File: config.mk
export PLATFORM = sky130hd
export DESIGN_NAME = bcd_down_counter
export DESIGN_NICKNAME = d
export VERILOG_FILES = /design/src/rtl/bcd_down_counter.sv
export SDC_FILE = /design/constraint.sdc
export NUM_CORES = 1
export LEC_CHECK = 0
export ABC_AREA = 1
export CAP_MARGIN = 25
export CORE_AREA = 2 2 44 46
export DETAILED_ROUTE_END_ITERATION = 12
export DIE_AREA = 0 0 46 48
export PLACE_DENSITY = 0.79
export RECOVER_POWER = 50
export SLEW_MARGIN = 15
export SYNTH_ARGS = -nofsm -noshare
export SYNTH_HDL_FRONTEND = slang
export SYNTH_SLANG_ARGS = --single-unit
File: constraint.sdc
create_clock -name clk -period 3.7 [get_ports clk]
set_input_delay 0.555 -clock clk [delete_from_list [all_inputs] [get_ports clk]]
set_output_delay 0.555 -clock clk [all_outputs]
set_load 0.01 [all_outputs]
File: src/rtl/bcd_down_counter.sv
// Multi-digit BCD countdown timer: load a BCD value, decrement once every
// TICK_DIV clocks while running, stop at zero with a one-cycle done pulse.
module bcd_down_counter #(
  parameter int DIGITS   = 2,
  parameter int TICK_DIV = 1
) (
  input  logic                  clk,
  input  logic                  reset,
  input  logic                  load,
  input  logic [4*DIGITS-1:0]   load_val,
  input  logic                  start,
  input  logic                  pause,
  output logic [4*DIGITS-1:0]   count,
  output logic                  running,
  output logic                  done,
  output logic                  err
);
  localparam int W  = 4*DIGITS;
  localparam int PW = $clog2(TICK_DIV) + 1;
  localparam logic [PW-1:0] PMAX = PW'(TICK_DIV - 1);

  typedef enum logic [1:0] {S_IDLE, S_RUN, S_PAUSE} state_t;

  state_t          r_state, w_state_nxt;
  logic [W-1:0]    r_count, w_dec;
  logic [PW-1:0]   r_pre;
  logic            r_running, r_done, r_err;
  logic            w_running_nxt, w_done_nxt;
  logic [DIGITS-1:0] w_borrow, w_nib_ok;
  logic            w_load_ok, w_tick, w_zero, w_cnt_zero;

  // Per-digit borrow ripple; a digit only moves when everything below it is 0.
  assign w_borrow[0] = 1'b1;
  for (genvar d = 0; d < DIGITS; d++) begin : g_dig
    logic [3:0] w_dig;
    assign w_dig = r_count[4*d +: 4];
    assign w_dec[4*d +: 4] = !w_borrow[d] ? w_dig :
                             (w_dig == 4'd0) ? 4'd9 : w_dig - 4'd1;
    assign w_nib_ok[d] = (load_val[4*d +: 4] <= 4'd9);
    if (d < DIGITS-1) begin : g_brw
      assign w_borrow[d+1] = w_borrow[d] && (w_dig == 4'd0);
    end
  end

  assign w_load_ok  = &w_nib_ok;
  assign w_zero     = (w_dec == '0);
  assign w_cnt_zero = (r_count == '0);
  assign w_tick     = (r_state == S_RUN) && !load && !pause && (r_pre == PMAX);

  always_ff @(posedge clk or negedge reset) begin
    if (!reset) r_state <= S_IDLE;
    else        r_state <= w_state_nxt;
  end

  always_comb begin
    w_state_nxt = r_state;
    if (load) begin
      if (w_load_ok) w_state_nxt = S_IDLE;
    end else begin
      case (r_state)
        S_IDLE:  if (!pause && start && !w_cnt_zero) w_state_nxt = S_RUN;
        S_RUN:   if (pause) w_state_nxt = S_PAUSE;
                 else if (w_tick && w_zero) w_state_nxt = S_IDLE;
        S_PAUSE: if (!pause && start) w_state_nxt = S_RUN;
        default: w_state_nxt = S_IDLE;
      endcase
    end
  end

  always_comb begin
    w_running_nxt = (w_state_nxt == S_RUN);
    w_done_nxt    = w_tick && w_zero;
  end

  // Prescaler holds in PAUSE so a resume keeps the partial tick.
  always_ff @(posedge clk or negedge reset) begin
    if (!reset) begin
      r_count   <= '0;
      r_pre     <= '0;
      r_running <= 1'b0;
      r_done    <= 1'b0;
      r_err     <= 1'b0;
    end else begin
      r_running <= w_running_nxt;
      r_done    <= w_done_nxt;
      if (load) begin
        r_pre <= '0;
        r_err <= !w_load_ok;
        if (w_load_ok) r_count <= load_val;
      end else begin
        if (w_tick) r_count <= w_dec;
        case (r_state)
          S_IDLE:  r_pre <= '0;
          S_RUN:   if (!pause) r_pre <= (r_pre == PMAX) ? '0 : r_pre + PW'(1);
          default: r_pre <= r_pre;
        endcase
      end
    end
  end

  assign count   = r_count;
  assign running = r_running;
  assign done    = r_done;
  assign err     = r_err;
endmodule

== Word level (Yosys, flattened, before mapping) ==
Index checks and enable logic that the tools add are counted.

* Word-level logic and storage cells: 54
* Flip-flop bits (word level): 14
* Output and inout bits: 11
* Input bits: 13

* Equality and inequality tests: 5
* Bitwise gates (word level): 1
* Magnitude comparators: 2
* Mux-type cells: 17
* Reductions and logical operators: 20
* Add/sub/neg operators: 3

{| class="wikitable"
|+ Operators with widths
! kind !! count
|-
| $mux W8 || 3
|-
| $logic_not A8 Y1 || 2
|-
| $mux W2 || 6
|-
| $mux W4 || 3
|-
| $le A4 B4 Y1 const B || 2
|-
| $logic_not A4 Y1 || 2
|-
| $sub A4 B1 Y4 const B || 2
|-
| $logic_and A1 B1 Y1 || 6
|-
| $pmux W2 S3 || 1
|-
| $reduce_and A2 Y1 || 3
|-
| $eq A2 B1 Y1 const B || 2
|-
| $logic_not A1 Y1 || 4
|-
| $mux W1 || 3
|-
| $ne A3 B3 Y1 const B || 1
|-
| $reduce_bool A3 Y1 || 1
|-
| $eq A2 B2 Y1 const B || 1
|-
| $logic_not A2 Y1 || 1
|-
| $ne A2 B1 Y1 const B || 1
|-
| $pmux W1 S2 || 1
|-
| $reduce_bool A2 Y1 || 1
|-
| $add A1 B1 Y1 const B || 1
|-
| $not A1 Y1 || 1
|}

== Longest topological paths before layout ==
Gate-level depths: netlist of run 1.

* Depth in word-level cells: 10
* Gate-level depth with buffers: 10
* Depth with buffers taken out: 10

== Worst setup path before layout of run 1 ==
No wires, ideal clock.

* Path type: in2reg
* Start: input load
* End: register r_count[6] (netlist: count[6])
* Data required time: 3.573 ns
* Slack: 2.374 ns
* Setup time: 0.127 ns
* Data arrival time: 1.200 ns
* Stages on the path: 5
* Path buffers: 1
* Path through: buf_4 > o21ai_4 > inv_2 > o211ai_1 > o21ai_1

* Word-level cells in the longest chain between the ends: 6
* Elaborated cells on any way between the ends: 8
* Classes of those cells: eq/ne (1); mux (1); reduce/logical (6)

{| class="wikitable"
|+ RTL lines
! what !! line !! source
|-
| from (decl) || 9 || <nowiki>input logic load,</nowiki>
|-
| $logic_not A1 Y1 || 48 || <nowiki>assign w_tick = (r_state == S_RUN) && !load && !pause && (r_pre == PMAX);</nowiki>
|-
| $logic_and A1 B1 Y1 (3 in series) || 48 ||
|-
| $reduce_bool A2 Y1 (no source line) || - ||
|-
| $reduce_and A2 Y1 (no source line) || - ||
|-
| to (signal assigned) || 89 || <nowiki>if (w_load_ok) r_count <= load_val;</nowiki>
|-
| to (signal assigned) || 91 || <nowiki>if (w_tick) r_count <= w_dec;</nowiki>
|-
| to (decl) || 25 || <nowiki>logic [W-1:0] r_count, w_dec;</nowiki>
|}

Several ways; a longest one is shown, not always the timed one.
A chain may end at the register's enable or synchronous reset.

== Final worst setup path of run 1 ==
* Start: input load
* End: register r_count[5] (netlist: count[5])

The elaborated chain is that of the path after synthesis.

==> metrics, run 1 <==
Max Buffers Root-to-Sink=2; share of post-route cells with drive strength above 1=about 16%; Crit Path Class=in2reg; worst-margin pin slew=about 0.6 ns; final-report setup violation count=0; Final ANT Viol Nets=0; CP cell instances=dlygate4sd3_1 > clkinvlp_2 > a21oi_2 > nand2_1 > o21ai_1; main combinational cell family by area after synthesis=simple AND/OR/NAND/NOR gates; Final Critical Period=2.26 ns; Avg Inst Size Synth=7.48 µm²; synthesized instance count=between 100 and 150; Seq cells post-synth=13; slowest library cell on the worst path=dlygate4sd3_1; post-DP HPWL=around 1.4 mm; Worst-path clk slew=roughly 0.080 ns; io pins=24; end-of-flow core utilization=a little over three fifths; largest fanout on the critical path=16; reg2reg path depth=7; max-cap viol count=0; run status=finished, final reports clean; clock skew=0.00639 ns; crit end category=flip-flop; Initial Util=47.4%; compound-cell area share of the yosys netlist=between 20% and 30%; Final nets=146; r2r startpoint=count[1]$_DFFE_PN0P_; Final period util=61.0%; vias post-DR=773; Leakage=roughly 0.50 nW; Area Overhead vs Synth=32.7%; initial DRC count=14; vias in the first global route=700; Syn Nets=120; width of the die=~46 µm; pwr dens=about 470 nW/µm²; Crit. Startpoint=load; post-synthesis adder-cell area fraction=0%; maximum clock rate=~0.44 GHz; PortBufs=23; Hold Vio Cnt, Final=0; chip height=around 48 µm; post-synth top area share=between 40% and 50%; critical path buffer and inverter count=2; DRT Pass-1 Iters=4; WL per Instance=between 10 and 15 µm; Netlist Area Pre-Place=801 µm²; via-per-instance ratio=around 5.2; first-pass GRT wire length=3.02 mm; Global Route Usage Sum=19.6%; htree depth=1; simple-gate share of the synthesized area=a little under a third; Place WS=about 1.4 ns; synth top area cells=dfrtp_1 41%, nand2_1 14%, o21ai_1 5.6%, nor2_1 4.7%, nor2_4 4.2%; WHS=0.514 ns; Synth Area in XOR/XNOR=0%; Worst EP required=roughly 4 ns; Critical Path AT=about 2.5 ns; r2r setup slk=about 2.4 ns; core area=around 1700 µm²; CTS tree=done; multi-input logic area=405 µm²; Site Rows=15; Top delay family on crit path=buffers and inverters; Fillers=roughly 160; CTS root buffer=clkbuf_4; Seq. cell area=between 300 and 400 µm²; GPL Wtd Cong=0.862; warning count from the yosys run=0; startpoint class of the critical path=input port; sequential share of the synthesized area=about two fifths; setup_tns=0 ns; relative slew slack=between 60% and 70%; TritonCTS buffer count=3; Skew-Pair Late Insertion Delay=between 0.2 and 0.3 ns; cell taking the most area after synthesis=dfrtp_1; RSZ-0062 raised after global routing=false; CP Depth=5; total congestion overflow=0; Overall Power=just under 0.0005 W; worst reg2reg path endpoint=count[3]$_DFFE_PN0P_; slack of the critical path=1.44 ns; Post CTS Setup Buffer Count=0; Hold Crit Class=reg2reg; drt drc=0; slowest cell delay on critical path=around 0.9 ns; Post-Route WL=1.78 mm; Hold Buf Count CTS=0; Antenna Cells=0; Netlist cell types=22; VDD IR max=between 0.0002 and 0.00025 V; initial antenna violation count=0; mux cell area share after synthesis=0%; Critical Path Sink=count[5]$_DFFE_PN0P_; Sink Count=13; largest net degree at the start of global routing=17; Die Footprint=approximately 2200 µm²; post-cts sizing count=0; Slew Limit Fails=0
[through the flow]
step                      cells  area [µm²]
after floorplan             107         801
after global placement      145        1040
after detailed placement    145        1040
after CTS                   149        1070
after global routing        149        1060
final                       149        1060
[cell usage after synthesis (all sizes together)]
| master | count |
|---|---|
| a21oi | 5 |
| a22oi | 1 |
| buf | 2 |
| clkinv | 1 |
| dfrtp | 13 |
| inv | 13 |
| nand2 | 34 |
| nand3 | 4 |
| nor2 | 13 |
| o211ai | 3 |
| o21ai | 15 |
| o22ai | 1 |
| o31ai | 1 |
| or2 | 1 |
[cells in the final DEF, fill, tap and decap left out]
cell type	count
or2_1	1
nor2_1	10
o31ai_1	1
inv_2	5
dfrtp_1	13
a21oi_2	2
clkinvlp_2	1
o21ai_0	5
nand2_2	5
nand2_1	29
o21ai_1	9
o211ai_1	3
dlygate4sd3_1	5
o21ai_4	1
nand3_1	3
nor2_4	3
nand3_2	1
clkbuf_4	3
inv_1	8
o22ai_1	1
clkdlybuf4s50_1	18
clkbuf_1	1
a22oi_1	1
a21oi_1	3
[where the power goes]
part,switching [W],internal [W]
Sequential,0.0000320,0.000169
Clock,0.0000458,0.0000419
Combinational,0.000110,0.0000963
Total,0.000188,0.000307
[routing by layer]
layer,global-route usage (%),share of wire (%),up-vias
met5,0,0,-
met4,11.4,2.3,0
met3,3.77,3.7,4
met2,29.7,47,19
met1,26.1,47,354
li1,-,-,396
[state kept, by name (all words and copies together), names as in the netlist]
register and count:
done 1, err 1, running 1, count 8
r_state 2
[kinds of logic (layout without fill, tap and decap cells)]
kind of cell           after synthesis  count (layout)
DFF                                 13              13
and+or+nand+nor                     52              52
buffers and inverters               16              41
AOI/OAI and AO/OA                   26              26
[worst reg2reg max path: stages (launching register included)]
cell and delay, ns:
dfrtp_1 0.46, nor2_4 0.18, inv_2 0.05, or2_1 0.22
nand2_1 0.06, nand2_1 0.06, o211ai_1 0.10, nand2_1 0.08
[worst min path at each step]
stage                    startpoint                   end  cells past startpoint
finish              err$_DFFE_PN0P_       err$_DFFE_PN0P_                      2
global route        err$_DFFE_PN0P_       err$_DFFE_PN0P_                      2
CTS                 err$_DFFE_PN0P_       err$_DFFE_PN0P_                      2
detailed placement  err$_DFFE_PN0P_       err$_DFFE_PN0P_                      2
global placement    err$_DFFE_PN0P_       err$_DFFE_PN0P_                      2
floorplan                     reset  count[0]$_DFFE_PN0P_                      0
[final cells by class]
| cell class | count | share of cell area [%] |
|---|---|---|
| Multi-Input combinational cell | 78 | 38.2 |
| Sequential cell | 13 | 30.6 |
| Timing Repair Buffer | 23 | 21.7 |
| Inverter | 14 | 5.06 |
| Clock buffer | 4 | 2.47 |
| Tap cell | 17 | 2.00 |
Power figures use the tool's default switching activity.
==> inputs of run 2 (changes only) <==
CORE_AREA = 2 2 48 50   (was 2 2 44 46)
DIE_AREA = 0 0 50 52   (was 0 0 46 48)
PLACE_DENSITY = 0.7   (was 0.79)
clock period = 2.05 ns   (was 3.7 ns; I/O delays follow)
==> metrics, run 2 (synthesis results as in run 1) <==
CTS root buffer=clkbuf_4; width of the die=~50 µm; post-cts sizing count=0; Final ANT Viol Nets=0; final-report setup violation count=0; Post CTS Setup Buffer Count=0; Final nets=between 100 and 150; max reg flops=8; r2r setup slk=approximately 0.73 ns; Final period util=78.9%; run status=finished, final reports clean; total congestion overflow=0; GPL Wtd Cong=~0.84; crit end category=output pin; clock skew=roughly 0.0003 ns; startpoint class of the critical path=flip-flop; r2r startpoint=r_state[0]$_DFF_PN0_; vias post-DR=797; WL per Instance=11.3 µm; Sink Count=13; Place WS=between 0.2 and 0.3 ns; Fillers=220; TritonCTS buffer count=3; Area Overhead vs Synth=35.9%; CTS tree=done; Top delay family on crit path=buffers and inverters; Max Buffers Root-to-Sink=2; DP Cell Count=around 160; Initial Util=about two fifths; slowest library cell on the worst path=clkdlybuf4s50_1; maximum clock rate=approximately 0.62 GHz; post-route non-filler standard cell count=161; Hold Buf Count CTS=0; initial DRC count=28; Leakage=~0.5 nW; htree depth=1; pwr dens=825 nW/µm²; Antenna Cells=0; Slew Limit Fails=0; Hold Crit Class=in2async; share of post-route cells with drive strength above 1=~17%; worst-margin pin slew=0.636 ns; core area=2110 µm²; CP cell instances=clkdlybuf4s50_1; Crit. Startpoint=count[0]$_DFFE_PN0P_; Critical Path AT=1.31 ns; relative slew slack=between 50% and 60%; commonest non-fill, non-tap cell in the layout=nand2_1; Crit Path Class=reg2out; Skew-Pair Late Insertion Delay=0.28 ns; slack of the critical path=0.432 ns; Hold Vio Cnt, Final=0; VDD IR max=0.000399 V; commonest cells after routing, fill and taps aside=29 x nand2_1, 21 x clkdlybuf4s50_1, 13 x dfrtp_1; Final Critical Period=approximately 1.6 ns; post-DP HPWL=approximately 1.4 mm; critical path buffer and inverter count=1; Die Footprint=about 2600 µm²; max-cap viol count=0; DRT Pass-1 Iters=4; setup_tns=0 ns; largest net degree at the start of global routing=14; vias in the first global route=between 700 and 800; largest fanout on the critical path=5; io pins=24; chip height=~52 µm; slowest cell delay on critical path=0.57 ns; via-per-instance ratio=4.95; Worst-path clk slew=0.08 ns; first-pass GRT wire length=between 3 and 4 mm; Worst EP required=approximately 1.7 ns; PortBufs=23; Site Rows=17; Post-Route WL=~1.8 mm; RSZ-0062 raised after global routing=false; Global Route Usage Sum=around 17%; drt drc=0; initial antenna violation count=0
## run 2: cell types whose count changed in the layout (fill, tap and decap cells not counted), sizes merged
cell,change
clkdlybuf4s50,+3
buf,+1
clkbuf,-1
clkinvlp,-1
clkinv,+2
dlygate4sd3,-3
## run 2: routing by layer
layer	vias to the layer above	track usage [%]	wire [µm]
met3	5	4.60	140
met5	-	0	0
met4	0	8.33	38
met2	31	30.5	902
met1	363	19.2	743
li1	398	-	-
## run 2: final timing paths
kind	end	cells past startpoint
max	count[0]	1
min	count[0]$_DFFE_PN0P_	1
max reg2reg	count[6]$_DFFE_PN0P_	6
min reg2reg	err$_DFFE_PN0P_	2
max in group asynchronous	count[4]$_DFFE_PN0P_	1
min in group clk	err$_DFFE_PN0P_	2
## run 2: where the power goes
group | total [W] | internal (W) | switching [W]
sequential | 0.000360 | 0.000305 | 0.0000545
combinational | 0.000374 | 0.000178 | 0.000196
clock | 0.000165 | 0.0000725 | 0.0000922
total | 0.000898 | 0.000556 | 0.000342
## run 2: through the flow
step           power, W  util (%)  cell area [µm²]  hold slack, ns
2_1_floorplan  0.000579         -              801          0.0119
3_3_place_gp   0.000737      50.4             1060           0.494
3_5_place_dp   0.000744      50.4             1060           0.478
4_1_cts        0.000912      51.7             1090           0.430
5_1_grt        0.000975      51.7             1090           0.503
6_report       0.000898      51.7             1090           0.480
## run 2: cell type report
class / count / area, µm² / share of cell area (%)
Clock inverter: 1 / 5.00 / 0.460
Timing Repair Buffer: 24 / 238 / 21.8
Inverter: 14 / 57.6 / 5.29
Tap cell: 28 / 35.0 / 3.22
Sequential cell: 13 / 325 / 29.9
Clock buffer: 3 / 22.5 / 2.07
Multi-Input combinational cell: 78 / 405 / 37.2
==> inputs of run 3 (changes only) <==
clock period = 1.4 ns   (was 2.05 ns; I/O delays follow)
==> metrics, run 3 (synthesis results as in run 1) <==
chip height=52 µm; Area Overhead vs Synth=52.5%; share of post-route cells with drive strength above 1=roughly 28%; Skew-Pair Late Insertion Delay=0.28 ns; Slew Limit Fails=0; Hold Vio Cnt, Final=0; total congestion overflow=0; Top delay family on crit path=simple AND/OR/NAND/NOR gates; Final nets=between 150 and 200; core area=~2100 µm²; Post-Route WL=approximately 2.0 mm; vias post-DR=819; PortBufs=23; relative slew slack=50.0%; CTS root buffer=clkbuf_4; commonest cells after routing, fill and taps aside=27 x nand2_1, 13 x clkdlybuf4s50_1, 10 x dfrtp_1; Global Route Usage Sum=between 10% and 20%; pwr dens=between 1000 and 1500 nW/µm²; final-report setup violation count=0; vias in the first global route=778; Initial Util=a little under two fifths; slowest cell delay on critical path=0.41 ns; RSZ-0062 raised after global routing=true; CP cell instances=buf_6 > nor2_4 > inv_2 > or2_1 > nand2_1 > nand2_1 > o211ai_1 > nand2_1; Crit Path Class=reg2reg; crit-path most repeated cell=nand2_1; max reg flops=8; Die Footprint=around 2600 µm²; crit end category=flip-flop; Leakage=around 0.6 nW; clock skew=a little over 0.007 ns; largest net degree at the start of global routing=14; grt met2 use=around 32%; DRT Pass-1 Iters=4; setup_tns=0 ns; via-per-instance ratio=between 4 and 5; multi-input logic area=432 µm²; Final ANT Viol Nets=0; io pins=24; slowest library cell on the worst path=dfrtp_2; Max Buffers Root-to-Sink=2; startpoint class of the critical path=flip-flop; CTS tree=done; Site Rows=17; drt drc=0; max-cap viol count=0; largest fanout on the critical path=4; Top Usage Layer GRT=met2; commonest non-fill, non-tap cell in the layout=nand2_1; TritonCTS buffer count=3; Worst EP required=1.57 ns; Final period util=a little over nine tenths; width of the die=roughly 50 µm; Hold Buf Count CTS=0; run status=finished, final reports clean; htree depth=1; first-pass GRT wire length=between 3 and 4 mm; initial DRC count=20; Fillers=just over 200; Antenna Cells=0; Critical Path AT=roughly 1.5 ns; initial antenna violation count=0; maximum clock rate=approximately 0.74 GHz; Sink Count=13; Final Critical Period=roughly 1.4 ns; post-DP HPWL=about 1.5 mm; VDD IR max=approximately 0.00053 V; Worst-path clk slew=~0.080 ns; critical path buffer and inverter count=2; GR Layer Usage met1=17.8%; GPL Wtd Cong=a little under 0.8; worst-margin pin slew=0.749 ns; Hold Crit Class=in2async; WL per Instance=about 11 µm; Seq. cell area=around 330 µm²; M3 GR Usage=about 3.4%; WHS=between 0.4 and 0.5 ns
==> run 3: where the power goes <==
part | internal (W) | switching (W) | total, W
sequential | 0.000451 | 0.0000517 | 0.000502
clock | 0.000111 | 0.000128 | 0.000238
combinational | 0.000311 | 0.000363 | 0.000674
total | 0.000872 | 0.000543 | 0.00141
==> run 3: path summary, 6_finish.rpt <==
path | start | end | slack [ns] | cells after the start
min in group clk | err$_DFFE_PN0P_ | err$_DFFE_PN0P_ | 0.50 | 2
worst max-delay path | count[1]$_DFFE_PN0P_ | count[3]$_DFFE_PN0P_ | 0.04 | 8
worst max register to register | count[1]$_DFFE_PN0P_ | count[3]$_DFFE_PN0P_ | 0.04 | 8
worst min-delay path | reset | count[0]$_DFFE_PN0P_ | 0.50 | 2
worst min register to register | err$_DFFE_PN0P_ | err$_DFFE_PN0P_ | 0.50 | 2
max in group asynchronous | reset | count[2]$_DFFE_PN0P_ | 0.38 | 2
==> run 3: area by class of cell <==
cell class	instances	share of cell area, %
Timing Repair Buffer	35	27.8
Sequential cell	13	26.9
Multi-Input combinational cell	78	35.3
Clock buffer	4	2.15
Tap cell	28	2.87
Inverter	14	4.92
==> run 3: metal layers <==
metal	up-vias	share of wire, %
li1	421	-
met1	365	43
met2	29	51
met3	4	5.2
met4	0	1.1
met5	-	0
==> run 3: timing repair <==
| action | 4_1_cts | 5_1_grt |
|---|---|---|
| setup endpoints to repair | 8 | 11 |
| pin swaps | 0 | 10 |
| setup buffers | 4 | 1 |
| gates resized for setup | 7 | 15 |
| cloned | 0 | 0 |
==> run 3: through the flow <==
stage / cells / cell area [µm²] / worst slack (ns) / util (%) / power (W)
after floorplan: 107 / 801 / 0.180 / - / 0.000847
after global placement: 163 / 1120 / -0.120 / 53.1 / 0.00110
after detailed placement: 163 / 1120 / -0.159 / 53.1 / 0.00110
after CTS: 171 / 1170 / 0.00777 / 55.7 / 0.00138
after global routing: 172 / 1220 / -0.0573 / 58.0 / 0.00153
final: 172 / 1220 / 0.0443 / 58.0 / 0.00141
